==> src/rtl/logic_op_arbiter.sv <==
// logic_op_arbiter
//   Shares one registered bitwise logic unit between NREQ requesters.
//   Each requester issues one operation at a time (valid/ready). One
//   request is granted per transaction, its result is computed and
//   registered, then held on the single response port until accepted.
//   Only one transaction is in flight at a time, so the peak rate is
//   one response every two cycles.
//
//   Op codes: 0 NOT, 1 AND, 2 OR, 3 NAND, 4 NOR, 5 XOR, 6 XNOR,
//             7 reserved (rsp_data = 0, rsp_err = 1).
//
//   Build option:
//     LOGIC_ARB_FIXED_PRIO_EN  defined   -> fixed priority, lowest index wins
//                              undefined -> round-robin from a rotating ptr
//
//   Ports:
//     clk        in   clock, rising edge
//     rst        in   asynchronous active-high reset
//     req_valid  in   [NREQ]        per-requester request valid
//     req_ready  out  [NREQ]        one-hot (or zero) grant, IDLE only
//     req_op     in   [3*NREQ]      op code, requester i at [3i+2:3i]
//     req_a      in   [WIDTH*NREQ]  operand A, requester i at [WIDTH*i +: WIDTH]
//     req_b      in   [WIDTH*NREQ]  operand B, same packing, unused by NOT
//     rsp_valid  out  response held valid
//     rsp_ready  in   consumer accepts the response
//     rsp_id     out  [IDW]   index of the owning requester
//     rsp_data   out  [WIDTH] result
//     rsp_err    out  reserved op code was issued
module logic_op_arbiter #(
   parameter int NREQ  = 4,
   parameter int WIDTH = 8,
   parameter int IDW   = 3
) (
   input  logic                    clk,
   input  logic                    rst,
   input  logic [NREQ-1:0]         req_valid,
   output logic [NREQ-1:0]         req_ready,
   input  logic [3*NREQ-1:0]       req_op,
   input  logic [WIDTH*NREQ-1:0]   req_a,
   input  logic [WIDTH*NREQ-1:0]   req_b,
   output logic                    rsp_valid,
   input  logic                    rsp_ready,
   output logic [IDW-1:0]          rsp_id,
   output logic [WIDTH-1:0]        rsp_data,
   output logic                    rsp_err
);

   localparam int PW = (NREQ > 1) ? $clog2(NREQ) : 1;

   typedef enum logic {
      S_IDLE = 1'b0,
      S_RESP = 1'b1
   } state_t;

   state_t            state_q, state_d;
   logic [IDW-1:0]    rsp_id_q, rsp_id_d;
   logic [WIDTH-1:0]  rsp_data_q, rsp_data_d;
   logic              rsp_err_q, rsp_err_d;

   logic [PW-1:0]     win;
   logic              found;
   logic              grant;

   // ---------------------------------------------------------------
   // Winner selection
   // ---------------------------------------------------------------
`ifdef LOGIC_ARB_FIXED_PRIO_EN
   // Scan high to low so the lowest valid index is the last writer.
   always_comb begin
      found = 1'b0;
      win   = '0;
      for (int i = NREQ-1; i >= 0; i--) begin
         if (req_valid[i]) begin
            found = 1'b1;
            win   = PW'(i);
         end
      end
   end
`else
   logic [PW-1:0] ptr_q, ptr_d;
   int            rr_idx;

   // Search order is ptr, ptr+1, ... wrapping modulo NREQ. Scanning the
   // offsets high to low leaves the closest valid index to ptr as winner.
   always_comb begin
      found  = 1'b0;
      win    = '0;
      rr_idx = 0;
      for (int k = NREQ-1; k >= 0; k--) begin
         rr_idx = int'(ptr_q) + k;
         if (rr_idx >= NREQ) rr_idx = rr_idx - NREQ;
         if (req_valid[rr_idx]) begin
            found = 1'b1;
            win   = PW'(rr_idx);
         end
      end
   end

   // Pointer moves past the winner only on an actual handshake.
   always_comb begin
      ptr_d = ptr_q;
      if (grant) begin
         if (win == PW'(NREQ-1)) ptr_d = '0;
         else                    ptr_d = win + 1'b1;
      end
   end

   always_ff @(posedge clk or posedge rst) begin
      if (rst) ptr_q <= '0;
      else     ptr_q <= ptr_d;
   end
`endif

   // A grant is only offered while idle; the winner's valid is high by
   // construction, so a grant is also the handshake.
   assign grant     = (state_q == S_IDLE) && found;
   assign req_ready = grant ? (NREQ'(1) << win) : '0;

   // ---------------------------------------------------------------
   // Shared logic unit, fed from the winning lane
   // ---------------------------------------------------------------
   logic [2:0]       op_sel;
   logic [WIDTH-1:0] a_sel, b_sel;
   logic [WIDTH-1:0] res;
   logic             res_err;

   assign op_sel = req_op[3*win +: 3];
   assign a_sel  = req_a[WIDTH*win +: WIDTH];
   assign b_sel  = req_b[WIDTH*win +: WIDTH];

   always_comb begin
      res     = '0;
      res_err = 1'b0;
      case (op_sel)
         3'd0:    res = ~a_sel;
         3'd1:    res = a_sel & b_sel;
         3'd2:    res = a_sel | b_sel;
         3'd3:    res = ~(a_sel & b_sel);
         3'd4:    res = ~(a_sel | b_sel);
         3'd5:    res = a_sel ^ b_sel;
         3'd6:    res = ~(a_sel ^ b_sel);
         default: res_err = 1'b1;
      endcase
   end

   // ---------------------------------------------------------------
   // Control FSM
   // ---------------------------------------------------------------
   always_comb begin
      state_d    = state_q;
      rsp_id_d   = rsp_id_q;
      rsp_data_d = rsp_data_q;
      rsp_err_d  = rsp_err_q;
      case (state_q)
         S_IDLE: begin
            if (grant) begin
               state_d    = S_RESP;
               rsp_id_d   = IDW'(win);
               rsp_data_d = res;
               rsp_err_d  = res_err;
            end
         end
         S_RESP: begin
            // Response registers are not touched here, so they stay
            // stable while the consumer stalls.
            if (rsp_ready) state_d = S_IDLE;
         end
         default: state_d = S_IDLE;
      endcase
   end

   always_ff @(posedge clk or posedge rst) begin
      if (rst) begin
         state_q    <= S_IDLE;
         rsp_id_q   <= '0;
         rsp_data_q <= '0;
         rsp_err_q  <= 1'b0;
      end else begin
         state_q    <= state_d;
         rsp_id_q   <= rsp_id_d;
         rsp_data_q <= rsp_data_d;
         rsp_err_q  <= rsp_err_d;
      end
   end

   assign rsp_valid = (state_q == S_RESP);
   assign rsp_id    = rsp_id_q;
   assign rsp_data  = rsp_data_q;
   assign rsp_err   = rsp_err_q;

endmodule

==> config.mk <==
export PLATFORM = sky130hd
export DESIGN_NAME = logic_op_arbiter
export DESIGN_NICKNAME = d
export VERILOG_FILES = /design/src/rtl/logic_op_arbiter.sv
export SDC_FILE = /design/constraint.sdc
export NUM_CORES = 1
export LEC_CHECK = 0
export CAP_MARGIN = 40
export CORE_ASPECT_RATIO = 1.2
export CORE_MARGIN = 3
export CORE_UTILIZATION = 43
export CTS_CLUSTER_SIZE = 16
export DETAILED_ROUTE_END_ITERATION = 10
export PLACE_DENSITY = 0.82
export SLEW_MARGIN = 40
export SYNTH_ARGS = -nofsm -noshare
export SYNTH_HDL_FRONTEND = slang
export SYNTH_SLANG_ARGS = --single-unit
==> constraint.sdc <==
create_clock -name clk -period 3.42 [get_ports clk]
set_input_delay 0.684 -clock clk [delete_from_list [all_inputs] [get_ports clk]]
set_output_delay 0.684 -clock clk [all_outputs]
set_load 0.02 [all_outputs]
## Word level (Yosys, flattened, before mapping)

Index checks and enable logic that the tools add are counted.

| storage, ports and cells | value |
|---|---|
| flip-flop bits (word level) | 14 |
| input port bits | 83 |
| output and inout port bits | 17 |
| logic and storage cells | 76 |

| operators by class | value |
|---|---|
| add/sub/neg operators | 8 |
| multipliers | 1 |
| order comparisons | 8 |
| equality and inequality tests | 7 |
| shift operators | 4 |
| mux-type cells | 31 |
| bitwise logic cells | 8 |
| reductions and logical operators | 4 |

Operators with widths:

| operator | count |
|---|---|
| $lt A32 B4 Y1 const B | 4 |
| $mux W32 | 4 |
| $shiftx A32 B6 Y8 | 2 |
| $pmux W8 S7 | 1 |
| $not A8 Y8 | 4 |
| $mux W1 | 15 |
| $shiftx A12 B5 Y3 | 1 |
| $sub A3 B3 Y4 const B | 3 |
| $mux W2 | 5 |
| $eq A3 B3 Y1 const B | 3 |
| $ge A3 B3 Y1 const B | 3 |
| $and A8 B8 Y8 | 1 |
| $bmux W1 S2 | 4 |
| $or A8 B8 Y8 | 1 |
| $xor A8 B8 Y8 | 1 |
| $reduce_or A7 Y1 | 1 |
| $add A2 B2 Y3 const B | 2 |
| $eq A3 B2 Y1 const B | 2 |
| $mul A2 B2 Y4 const A | 1 |
| $mux W4 | 1 |
| $shl A1 B2 Y4 const A | 1 |
| $sub A2 B3 Y4 const B | 1 |
| $add A2 B1 Y3 const B | 1 |
| $eq A3 B1 Y1 const B | 1 |
| 8 further kinds | 8 |

## Depth between registers and ports, before layout

| depth | value |
|---|---|
| word-level depth | 15 |
| depth in mapped cells | 14 |
| mapped depth without buffers | 12 |

## Least setup slack after synthesis

OpenSTA, ideal clock, no wires.

| path | value |
|---|---|
| kind | input -> register |
| start point | input req_valid[2] |
| end point | register rsp_data_q[4], in the netlist rsp_data[4] |
| library setup time | 0.120 ns |
| arrival time | 2.943 ns |
| data required time | 3.300 ns |
| path slack | 0.357 ns |
| stages on the path | 14 |
| path buffers | 2 |
| path through | nor2b_4 -> and2b_4 -> nor3_4 -> inv_4 -> buf_6 -> buf_2 -> mux2i_1 -> nand2_1 -> nand2_1 -> ha_1 -> nor2_1 -> a221oi_2 -> o311ai_1 -> a31o_1 |

| on the way | value |
|---|---|
| longest elaborated chain between the ends | 11 |
| elaborated cells on any way between the ends | 41 |
| those cells by class | 1 x mul; 6 x eq/ne; 3 x shift; 21 x mux; 7 x bitwise; 3 x reduce/logical |

RTL lines:

| what | line | source |
|---|---|---|
| start: declaration | 36 | `input logic [NREQ-1:0] req_valid,` |
| $bmux W1 S2 | 92 | `if (req_valid[rr_idx]) begin` |
| $mux W1 (not written as such) (2 in a row) | 92 |  |
| $mux W2 (4 in a row) | 92 |  |
| $mul A2 B2 Y4, or another cell as far along | 127 | `assign op_sel = req_op[3*win +: 3];` |
| $shiftx A12 B5 Y3, or another cell as far along | 127 |  |
| $eq A3 B3 Y1, or another cell as far along | 134 | `case (op_sel)` |
| $pmux W8 S7 | 134 |  |
| end signal: assignment | 181 | `rsp_data_q <= rsp_data_d;` |
| end: declaration | 57 | `logic [WIDTH-1:0] rsp_data_q, rsp_data_d;` |

Several ways; a longest one is shown, not always the timed one. The select of a mux whose other input is x is not followed.
A chain may end at the register's enable or synchronous reset.

## Final worst setup path

| path | value |
|---|---|
| start point | input req_valid[0] |
| end point | register rsp_data_q[4], in the netlist rsp_data[4] |

Same word-level chain as after synthesis.

==> impl_metrics.env <==
export IMPL_wirelength_um=6260
export IMPL_gp_congestion=0.888
export IMPL_slew_limit_headroom_pct=63.3
export IMPL_p_leak_nw=1.61
export IMPL_switching_share_pct=44.7
export IMPL_drtPass1Iterations=4
export IMPL_track_usage_pct=20.8
export IMPL_clkLatencyLatePin_ns=0.25
export IMPL_ff_latch_area_um2=350
export IMPL_initial_core_util_pct=45.3
export IMPL_h_tree_depth=1
export IMPL_drtAntennaViolNets=0
export IMPL_grt_setup_unrepaired="false"
export IMPL_antenna_found_initial=0
export IMPL_synthArstFlopShare_pct=100
export IMPL_worstMarginPinSlew_ns=0.550
export IMPL_required_ns=3.56
export IMPL_grt_overflow=0
export IMPL_stdcell_count=438
export IMPL_min_from="rsp_id[0]"
export IMPL_status="finished, final reports clean"
export IMPL_fillers=417
export IMPL_cp_data_arrival_time_ns=3.39
export IMPL_cts_tree="done"
export IMPL_min_period_ns=3.25
export IMPL_multi_input_area_um2=1760
export IMPL_synth_seq_area_share_pct=15.3
export IMPL_clk_pin_slew_ns=0.06
export IMPL_seq_power_share_pct=12.3
export IMPL_wire_per_inst_um=14.3
export IMPL_viasPerCell=5.40
export IMPL_min_period_over_period_pct=95.0
export IMPL_fmax_mhz=308
export IMPL_clockRootBuffer="clkbuf_8"
export IMPL_end_kind="flip-flop"
export IMPL_dpl_hpwl_um=5240
export IMPL_io_pins=100
export IMPL_syn2layout_area_growth_pct=56.9
export IMPL_dp_cells=434
export IMPL_vias=2365
export IMPL_worstPathMaxFanout=17
export IMPL_final_util_pct=71.1
export IMPL_die_area_um2=6230
export IMPL_synth_common_cells="mux2i_1 (39), nand2_1 (35), ha_1 (20), inv_1 (20), nor2_1 (17)"
export IMPL_finalSetupViolCount=0
export IMPL_crit_start="req_valid[0]"
export IMPL_portBuffers=98
export IMPL_synth_cell_types=42
export IMPL_final_max_slew_violation_count=0
export IMPL_crit_path_start_kind="input pin"
export IMPL_antenna_cells=0
export IMPL_yosysWarnings=0
export IMPL_first_global_vias=2451
export IMPL_synth_nets=367
export IMPL_rows=28
export IMPL_drt_iter0_markers=77
export IMPL_slowest_stage="clkdlybuf4s50_1"
export IMPL_layout_drive_gt1_share_pct=16.1
export IMPL_cts_path_max_buffers=2
export IMPL_yosysTopAreaCellShare_pct=17.1
export IMPL_hold_viol_final=0
export IMPL_synth_cells=264
export IMPL_comb_power_share_pct=80.7
export IMPL_cts_sinks=14
export IMPL_min_path_type="reg2reg"
export IMPL_layout_nets=482
export IMPL_p_clk_share_pct=7.0
export IMPL_drc=0
export IMPL_power_internal_mw=1.29
export IMPL_slowest_delay_ns=0.55
export IMPL_criticalPathCategory="in2reg"
export IMPL_finalClockSkew_ns=0.00282
export IMPL_ys_flop_type="dfrtp_1"
export IMPL_yosys_top_cells_area="mux2i_1 (17%), dfrtp_1 (15%), ha_1 (11%)"
export IMPL_fp_dieW_um=72.6
export IMPL_power_switching_mw=1.05
export IMPL_die_h_um=85.9
export IMPL_critPathTopFamily="compound AO/OA/AOI/OAI gates"
export IMPL_worst_path_buf_inv=2
export IMPL_synth_seq_cells=14
export IMPL_synth_edf_count=0
export IMPL_synth_avg_cell_area_um2=8.66
export IMPL_syn_area_um2=2290
export IMPL_r2r_start="ptr_q[1]"
export IMPL_ir_worst_vdd_mv=0.292
export IMPL_numCtsBuffers=3
export IMPL_maxCapViolCount=0
export IMPL_worstPathCellList="clkdlybuf4s50_1 > nand2_2 > a221oi_4 > nor2_8 > buf_12 > mux2i_1 > mux2_2 > ha_1 > nor2_1 > a221oi_2 > o311ai_1 > a31o_1"
export IMPL_coreArea_um2=5040
export IMPL_synth_most_common_cell="mux2i_1"
export IMPL_grt_max_degree=28
export IMPL_grt_pass1_wl_um=10700
export IMPL_power_density_nw_per_um2=652
export IMPL_synth_area_leader_cell="mux2i_1"
export IMPL_cts_hold_fix_buffers=0
tightest hold or removal path: cells and delay by family, from the launching register on:
| family | cells | cell delay [ns] |
|---|---|---|
| compound gates | 1 | 0.06 |
| simple gates | 1 | 0.04 |
| flops | 1 | 0.34 |
layout by cell type (no fill, tap or decap), types with 8 or more instances in the layout:
cell             count
dfrtp_1             14
xnor2_1              8
o311ai_1             8
mux2_2               9
ha_1                19
buf_4               22
nand2_1             34
nor2_1              17
clkdlybuf4s50_1     94
mux2i_1             38
inv_1               20
o211ai_1            16
sequential cells by signal, summed over array words and instances (netlist names):
register	count
ptr_q	2
rsp_data	8
rsp_err	1
rsp_id	2
rsp_valid	1
kinds of logic after synthesis:
kind of cell	share of synthesized area, %
buffers and inverters	8.54
adder cells (fa/ha/maj)	10.9
AND/OR/NAND/NOR	17.9
XOR/XNOR	3.07
flip-flops	15.3
other	0.164
AO/OA/AOI/OAI	20.6
multiplexers	23.5
per-layer routing:
layer | part of all wire [%] | global-route usage (%) | up-vias | wire length, µm
met1 | 42 | 24.3 | 1099 | 2620
met2 | 51 | 39.4 | 81 | 3220
met4 | 1.0 | 4.53 | 0 | 64
li1 | - | - | 1180 | -
met3 | 5.8 | 2.58 | 5 | 361
met5 | 0 | 0 | - | 0
power by group through the flow:
stage,combinational [mW],clock [mW],sequential [mW]
CTS,1.88,0.166,0.286
floorplan,1.17,0,0.354
global placement,1.82,0,0.288
finish,1.89,0.164,0.287
detailed placement,1.87,0,0.289
global route,2.06,0.173,0.297
path summary, 6_finish.rpt:
check | end | cells past startpoint | slack, ns
max in group asynchronous | rsp_valid | 2 | 2.28
min reg2reg | rsp_id[0] | 2 | 0.48
max | rsp_data[4] | 12 | 0.17
min in group asynchronous | rsp_data[0] | 2 | 0.78
max reg2reg | rsp_data[4] | 10 | 0.65
min | rsp_id[0] | 2 | 0.48
stage by stage:
stage	area, µm²	hold slack (ns)	power (mW)	setup TNS, ns	setup slack [ns]
after detailed placement	3520	0.479	2.16	-0.847	-0.113
after floorplan	2290	0.528	1.53	0	0.357
after global placement	3520	0.464	2.11	-0.201	-0.0399
final	3590	0.485	2.34	0	0.171
after CTS	3570	0.492	2.33	0	0.165
after global routing	3590	0.526	2.53	0	0.0187
layout make-up:
type / instances / share of cell area [%]
multi-input combinational: 212 / 49.1
timing repair buffer: 126 / 35.2
sequential: 14 / 9.77
inverter: 22 / 2.37
tap: 60 / 2.09
clock buffer: 4 / 1.54
what timing repair did:
action | 4_1_cts | 5_1_grt
gates resized for setup | 4 | 2
setup endpoints to repair | 4 | 1
buffers inserted | 0 | 0
gates cloned | 0 | 0
pin swaps | 1 | 1
No activity file was read; power rests on OpenSTA's default activity.
